<file path="src/rtl/comparator_pkg.sv">
// Shared types and helpers for the sequential slice-wise magnitude comparator.
package comparator_pkg;

  typedef enum logic [1:0] {
    IDLE    = 2'd0,
    COMPARE = 2'd1,
    DONE    = 2'd2
  } cmp_state_e;

  typedef struct packed {
    logic eq;
    logic gt;
    logic lt;
  } cmp_result_t;

  // Width needed to hold a slice count in the range 0..n.
  function automatic int unsigned cnt_width(input int unsigned n);
    return $clog2(n + 1);
  endfunction

endpackage

</file>
<file path="src/rtl/comparator_chunk.sv">
// Combinational compare of one CHUNK-bit slice; invert_msb turns the slice
// MSB into an offset-binary sign bit so a signed top slice compares unsigned.
module comparator_chunk
  import comparator_pkg::*;
#(
  parameter int unsigned CHUNK = 4
) (
  input  logic [CHUNK-1:0] a_s,
  input  logic [CHUNK-1:0] b_s,
  input  logic             invert_msb,
  output cmp_result_t      res
);

  logic [CHUNK-1:0] flip;
  logic [CHUNK-1:0] a_eff;
  logic [CHUNK-1:0] b_eff;

  assign flip  = CHUNK'(invert_msb) << (CHUNK - 1);
  assign a_eff = a_s ^ flip;
  assign b_eff = b_s ^ flip;

  always_comb begin
    res    = '0;
    res.eq = (a_eff == b_eff);
    res.gt = (a_eff >  b_eff);
    res.lt = (a_eff <  b_eff);
  end

endmodule

</file>
<file path="src/rtl/comparator_nbit_seq.sv">
// Multi-cycle magnitude comparator: latches operands on a start handshake,
// walks slices MSB-first with early exit, and holds a one-hot result until taken.
module comparator_nbit_seq
  import comparator_pkg::*;
#(
  parameter int unsigned WIDTH = 16,
  parameter int unsigned CHUNK = 4,
  localparam int unsigned NCHUNK = WIDTH / CHUNK,
  localparam int unsigned CW = cnt_width(NCHUNK)
) (
  input  logic             clk,
  input  logic             rst_n,
  input  logic             start_valid,
  output logic             start_ready,
  input  logic [WIDTH-1:0] A,
  input  logic [WIDTH-1:0] B,
  input  logic             is_signed,
  output logic             res_valid,
  input  logic             res_ready,
  output logic             A_eq_B,
  output logic             A_gt_B,
  output logic             A_lt_B,
  output logic [CW-1:0]    cycles
);

  localparam int unsigned IW = (NCHUNK > 1) ? $clog2(NCHUNK) : 1;

  if ((WIDTH % CHUNK) != 0 || CHUNK == 0) begin : g_bad_params
    $error("comparator_nbit_seq: WIDTH must be a non-zero multiple of CHUNK");
  end

  cmp_state_e       state, state_d;
  logic [IW-1:0]    idx, idx_d;
  logic [CW-1:0]    cnt, cnt_d;
  logic [WIDTH-1:0] a_q, a_d, b_q, b_d;
  logic             sgn_q, sgn_d;
  cmp_result_t      res_q, res_d;
  logic [CW-1:0]    cycles_d;
  logic             start_ready_d, res_valid_d;

  logic [CHUNK-1:0] a_s, b_s;
  logic             invert_msb;
  cmp_result_t      slice;

  // Slice mux: only the top slice carries the sign bit.
  assign a_s        = a_q[32'(idx) * CHUNK +: CHUNK];
  assign b_s        = b_q[32'(idx) * CHUNK +: CHUNK];
  assign invert_msb = sgn_q && (idx == IW'(NCHUNK - 1));

  comparator_chunk #(.CHUNK(CHUNK)) u_chunk (
    .a_s        (a_s),
    .b_s        (b_s),
    .invert_msb (invert_msb),
    .res        (slice)
  );

  always_comb begin
    state_d  = state;
    idx_d    = idx;
    cnt_d    = cnt;
    a_d      = a_q;
    b_d      = b_q;
    sgn_d    = sgn_q;
    res_d    = res_q;
    cycles_d = cycles;
    case (state)
      IDLE: begin
        if (start_valid && start_ready) begin
          a_d     = A;
          b_d     = B;
          sgn_d   = is_signed;
          idx_d   = IW'(NCHUNK - 1);
          cnt_d   = '0;
          state_d = COMPARE;
        end
      end
      COMPARE: begin
        cnt_d = cnt + CW'(1);
        // A differing slice or the last equal slice both settle the answer.
        if (!slice.eq || idx == '0) begin
          res_d    = slice;
          cycles_d = cnt + CW'(1);
          state_d  = DONE;
        end else begin
          idx_d = idx - IW'(1);
        end
      end
      DONE: begin
        if (res_ready) begin
          res_d    = '0;
          cycles_d = '0;
          state_d  = IDLE;
        end
      end
      default: state_d = IDLE;
    endcase
    start_ready_d = (state_d == IDLE);
    res_valid_d   = (state_d == DONE);
  end

  always_ff @(posedge clk or negedge rst_n) begin
    if (!rst_n) begin
      state       <= IDLE;
      idx         <= '0;
      cnt         <= '0;
      a_q         <= '0;
      b_q         <= '0;
      sgn_q       <= 1'b0;
      res_q       <= '0;
      cycles      <= '0;
      start_ready <= 1'b1;
      res_valid   <= 1'b0;
    end else begin
      state       <= state_d;
      idx         <= idx_d;
      cnt         <= cnt_d;
      a_q         <= a_d;
      b_q         <= b_d;
      sgn_q       <= sgn_d;
      res_q       <= res_d;
      cycles      <= cycles_d;
      start_ready <= start_ready_d;
      res_valid   <= res_valid_d;
    end
  end

  assign A_eq_B = res_q.eq;
  assign A_gt_B = res_q.gt;
  assign A_lt_B = res_q.lt;

endmodule

</file>
<file path="config.mk">
export PLATFORM = sky130hd
export DESIGN_NAME = comparator_nbit_seq
export DESIGN_NICKNAME = d
export VERILOG_FILES = /design/src/rtl/comparator_pkg.sv /design/src/rtl/comparator_chunk.sv /design/src/rtl/comparator_nbit_seq.sv
export SDC_FILE = /design/constraint.sdc
export NUM_CORES = 1
export LEC_CHECK = 0
export BUFFER_PORTS_ARGS = -buffer_cell sky130_fd_sc_hd__buf_2
export CORE_ASPECT_RATIO = 2
export CORE_MARGIN = 2
export CORE_UTILIZATION = 30
export DETAILED_ROUTE_END_ITERATION = 16
export PLACE_DENSITY = 0.45
export SYNTH_ARGS = -nofsm -noshare
export SYNTH_HDL_FRONTEND = slang
export SYNTH_SLANG_ARGS = --single-unit
</file>
<file path="constraint.sdc">
create_clock -name clk -period 2.8 [get_ports clk]
set_clock_uncertainty 0.2 [all_clocks]
set_input_delay 0.42 -clock clk [delete_from_list [all_inputs] [get_ports clk]]
set_output_delay 0.42 -clock clk [all_outputs]
set_load 0.1 [all_outputs]
</file>
Yosys cells after proc, flatten, opt, wreduce, memory -nomap -nowiden
Cells that the tools add are included.

word-level totals
  input bits = 37
  logic and storage cells = 56
  register bits = 48
  output and inout port bits = 8

cells by class
  order comparisons = 2
  reductions and logical operators = 13
  bitwise logic cells = 2
  shift-type cells = 2
  $add $sub $neg = 2
  equal/unequal tests = 9
  muxes and demuxes = 14

operator list
  cell                                              count
  variable part select 16 x 5 -> 4 bit              2
  one-hot mux 3 bit (2 select lines)                3
  two-way mux 3 bit                                 4
  two-way mux 2 bit                                 5
  inequality test 2 bit, second input constant      4
  XOR 4 bit                                         2
  == test 2 bit, second input constant              3
  zero test 2 bit                                   3
  one-hot mux 2 bit (3 select lines)                1
  AND reduction 3 bit                               2
  == test 4 bit                                     1
  > comparator 4 bit                                1
  < comparator 4 bit                                1
  one-hot mux 2 bit (2 select lines)                1
  AND reduction 2 bit                               2
  nonzero test 2 bit                                2
  adder 3 x 1 -> 3 bit, second input constant       1
  == test 2 x 1 -> 1 bit, second input constant     1
  logical AND 1 bit                                 2
  subtractor 2 x 1 -> 2 bit, second input constant  1
  zero test 1 bit                                   1
  logical OR 1 bit                                  1

Depth between registers and ports, before layout
  depth after elaboration = 9
  mapped depth = 8
  gate-level depth less buffers = 8

Cells and area by module
From an unflattened synthesis, not the netlist that was laid out.

unflattened totals
  cell total of the unflattened synthesis = 148
  area, all modules = 2363.5 um^2

modules (own cells, without submodules)
  module               area each (um^2)  times used  seq. area each (um^2)  cells an instance
  comparator_nbit_seq  2220.9            1           1202.4                 131
  comparator_chunk     142.6             1           0.0                    17

Least setup slack after synthesis
No wires, ideal clock.

  path type = register -> register
  from = reg idx[0]
  to = reg res_q (netlist bit A_eq_B)
  library setup time = 125 ps
  path slack = 300 ps
  path buffers = 1
  clock period less this slack = 2500 ps
  data required time = 2475 ps
  arrival time = 2174 ps
  stages on the path, launching flop included = 9
  path through = dfrtp_1 > buf_6 > mux4_2 > xnor2_1 > ha_1 > nand4_2 > o21ai_2 > o21a_2 > a2bb2o_1

on the way
  word-level cells in the longest chain between the ends = 8
  elaborated cells between the ends (all ways) = 14
  classes of those cells = eq/ne (3); shift (2); mux (2); bitwise (2); reduce/logical (5)

ends and longest elaborated chain
  item                                                                          line                        source
  start: declaration                                                            comparator_nbit_seq.sv:33   logic [IW-1:0] idx, idx_d;
  start signal: assignment                                                      comparator_nbit_seq.sv:115  idx <= idx_d;
  branches (longest 8 deep; another with variable part select 16 x 5 -> 4 bit)  n/a
  end signal: assignment                                                        comparator_nbit_seq.sv:120  res_q <= res_d;
  end: declaration                                                              comparator_nbit_seq.sv:37   cmp_result_t res_q, res_d;

Several ways; the timed one is not identified. The select of a mux whose other input is x is not followed.
A chain may end at the register's enable or synchronous reset.

Worst setup path after layout
Same ends and word-level chain as after synthesis.

==> metrics.md <==
| Metric | Value |
|---|---|
| Initial Utilization | a little under a third |
| # hold bufs at CTS | 1 |
| Die width | approximately 66 um |
| I/O Buffers | 44 |
| Synthesized area | 2330 um2 |
| Most common cell in the netlist | dfrtp_1 |
| CTS tree | built |
| Gr ovfl total | 0 |
| Slew @ Worst Pin | between 0.4 and 0.5 ns |
| CP required | between 2 and 3 ns |
| Setup_tns | 0 ns |
| Post-synthesis mux area share | between 20% and 30% |
| Pwr/cell area | 1340 nW/um2 |
| Sw Ratio | about two fifths |
| Xor and xnor area share after synthesis | between 1 and 1.5% |
| Vias per cell | 4.62 |
| Max incr delay on CP | approximately 0.52 ns |
| Setup Buffers After CTS | 0 |
| Register area share after synthesis | between 50% and 60% |
| Family with the most delay on the worst path | compound AO/OA/AOI/OAI gates |
| Die height | ~130 um |
| Internal | about 2.3 mW |
| Maximum fanout along the worst path | 8 |
| First-pass GRT wire length | 7.38 mm |
| Largest net degree at the start of global routing | 38 |
| Final clock period utilization by the worst path | roughly nine tenths |
| Clock tree buffer depth | 2 |
| Post-Route WL | 4.42 mm |
| Post-synth EDFFs | 0 |
| Max-cap violations | 0 |
| Combinational cell fraction of total power | ~50% |
| Outcome | complete, no violations |
| Mapped Cells | 150 |
| Slowest cell on crit path | mux4_2 |
| Min cycle time layout | 2.55 ns |
| Fin. max-slew vios | 0 |
| Synth Area in Compound Gates | between 5 and 6% |
| Fin nets | 245 |
| Synth top area cells | dfrtp_1 (51%), mux2_4 (17%), mux4_2 (7.7%) |
| Number of global-route vias before repair | ~1500 |
| Setup-failing EPs final | 0 |
| Finished Core Util | 37.0% |
| Unique masters post-synth | 31 |
| H-Tree Depth | 2 |
| Sequential power share | 33.8% |
| Synth area leader | dfrtp_1 |
| Fillers | 767 |
| Synth top cells by count | dfrtp_1 (47), mux2_4 (27), mux4_2 (8) |
| Die area | approximately 8500 um2 |
| Startpoint types | flip-flop |
| DPL Wire Length | 3.37 mm |
| Starting DRT DRC Count | 38 |
| Max Fclk | a little under 0.4 GHz |
| DRT Pass-1 Iters | 2 |
| Via Count | approximately 1400 |
| Mean routed wirelength per cell | between 10 and 15 um |
| Buf+Inv Stages, Crit Path | 1 |
| Setup crit end kind | flip-flop |
| Reg clk slew, reported paths | ~0.06 ns |
| Post-Synth Simple-Gate Area | 4.94% |
| Antenna fix cells | 0 |
| VDD IR max | roughly 0.51 mV |
| Yosys top cell area share | 50.5% |
| Gr usage total | between 10% and 20% |
| Leak pwr | around 1.3 nW |
| Sink Count | 48 |
| Crit-path cells | buf_4, mux4_2, ha_1, nand4_2, o21ai_2, o21a_2, a2bb2o_1 |
| Post-CTS Resized | 0 |
| Share of post-route cells with drive strength above 1 | about half |
| Final Hold Vio Count | 0 |
| Setup CP Type | flip-flop to flip-flop |
| Synthesized Nets | slightly below 200 |
| Clock Power Share | 15.9% |
| CORE AREA | about 7500 um2 |
| Ys Warns | 0 |
| Dpl cell area | about 2600 um2 |
| Synth-to-Final Area Change | 20.0% |
| Slew margin rel. | about two thirds |
| Root buf cell | clkbuf_16 |
| Total CTS buffers | 5 |
| Yosys reg bits | 48 |
| WP data arrival | roughly 2.5 ns |
| Mapped Avg Cell Area | ~16 um2 |
| Initial antenna violation count | 0 |
| Sw Pwr | 1.43 mW |
| Area share of fa/ha/maj cells after synthesis | about 3.8% |
| RSZ-0062 raised after global routing | no |
| Drt drc | 0 |
| Post-Layout Inst Area | ~2800 um2 |
| Final ANT Viol Nets | 0 |
| Boundary Pins | between 40 and 50 |
| Gpl congestion | between 0.7 and 0.8 |
| Clk_lat worst skew | 0.28 ns |
| Hold Crit Class | input pin to flip-flop |
| Post-synth ARST share | 100% |
| Row Count | 45 |
| Largest family of logic cells by synthesized area | multiplexers |
| Synth Flop Type | dfrtp_1 |
==> per-layer routing <==
layer | wire [um] | vias to the layer above | global-route usage (%)
li1 | - | 640 | -
met1 | 1790 | 689 | 13.9
met2 | 2360 | 32 | 19.2
met3 | 173 | 6 | 2.88
met4 | 98 | 0 | 5.40
met5 | 0 | - | 0
==> cells by family (layout without fill, tap and decap cells) <==
| family | count (synthesis) | after routing |
|---|---|---|
| AO/OA/AOI/OAI | 19 | 19 |
| AND/OR/NAND/NOR | 19 | 19 |
| multiplexers | 41 | 41 |
| buffers and inverters | 13 | 65 |
| XOR/XNOR | 3 | 3 |
| flip-flops | 48 | 48 |
| adder cells (fa/ha/maj) | 7 | 7 |
==> cell usage in the layout (no fill, tap or decap), types with 2 or more instances in the layout <==
| cell | count |
|---|---|
| xnor2_1 | 2 |
| o2bb2ai_1 | 4 |
| o21ai_0 | 5 |
| clkbuf_16 | 5 |
| mux2_2 | 6 |
| buf_4 | 4 |
| dfrtp_1 | 47 |
| mux4_2 | 8 |
| nand2_1 | 7 |
| inv_1 | 7 |
| clkbuf_1 | 2 |
| nor2_1 | 3 |
| buf_2 | 44 |
| mux2_4 | 27 |
| a21oi_1 | 4 |
| ha_1 | 7 |
| nor3_1 | 2 |
==> final cells by class <==
type | instances | area (um2) | area share, %
Timing Repair Buffer | 50 | 280 | 10.0
Multi-Input combinational cell | 89 | 1020 | 36.5
Inverter | 7 | 26.3 | 0.940
Clock buffer | 8 | 146 | 5.24
Tap cell | 94 | 118 | 4.21
Sequential cell | 48 | 1200 | 43.0
==> power by group through the flow <==
stage | Combinational (mW) | Sequential [mW] | Clock [mW]
after global routing | 2.06 | 1.31 | 0.643
final | 1.88 | 1.26 | 0.593
after detailed placement | 1.91 | 1.28 | 0
after CTS | 1.92 | 1.28 | 0.615
after global placement | 1.88 | 1.28 | 0
after floorplan | 1.30 | 1.54 | 0
==> per-stage QoR <==
stage	hold slack (ns)	std cells	setup WS, ns	power (mW)
3_5_place_dp	0.159	287	0.216	3.19
6_report	0.164	296	0.252	3.74
4_1_cts	0.156	296	0.200	3.81
3_3_place_gp	0.156	287	0.286	3.16
2_1_floorplan	-0.0756	150	0.300	2.84
5_1_grt	0.157	296	0.0463	4.02
==> worst paths after layout <==
path / slack (ns) / endpoint / startpoint / cells past startpoint
max: 0.25 / A_eq_B / idx[0] / 7
min: 0.16 / b_q[13] / B[13] / 2
max reg2reg: 0.25 / A_eq_B / idx[0] / 7
min reg2reg: 0.29 / A_lt_B / A_lt_B / 1
max in group asynchronous: 1.41 / b_q[5] / rst_n / 3
min in group asynchronous: 0.38 / cnt[2] / rst_n / 2
==> registers in the layout, summed over array words and instances (netlist names) <==
signal,flops
A_eq_B,1
A_gt_B,1
A_lt_B,1
a_q,16
b_q,16
cnt,3
cycles,3
idx,2
res_valid,1
sgn_q,1
start_ready,1
state,2
No activity file was read; power rests on OpenSTA's default activity.
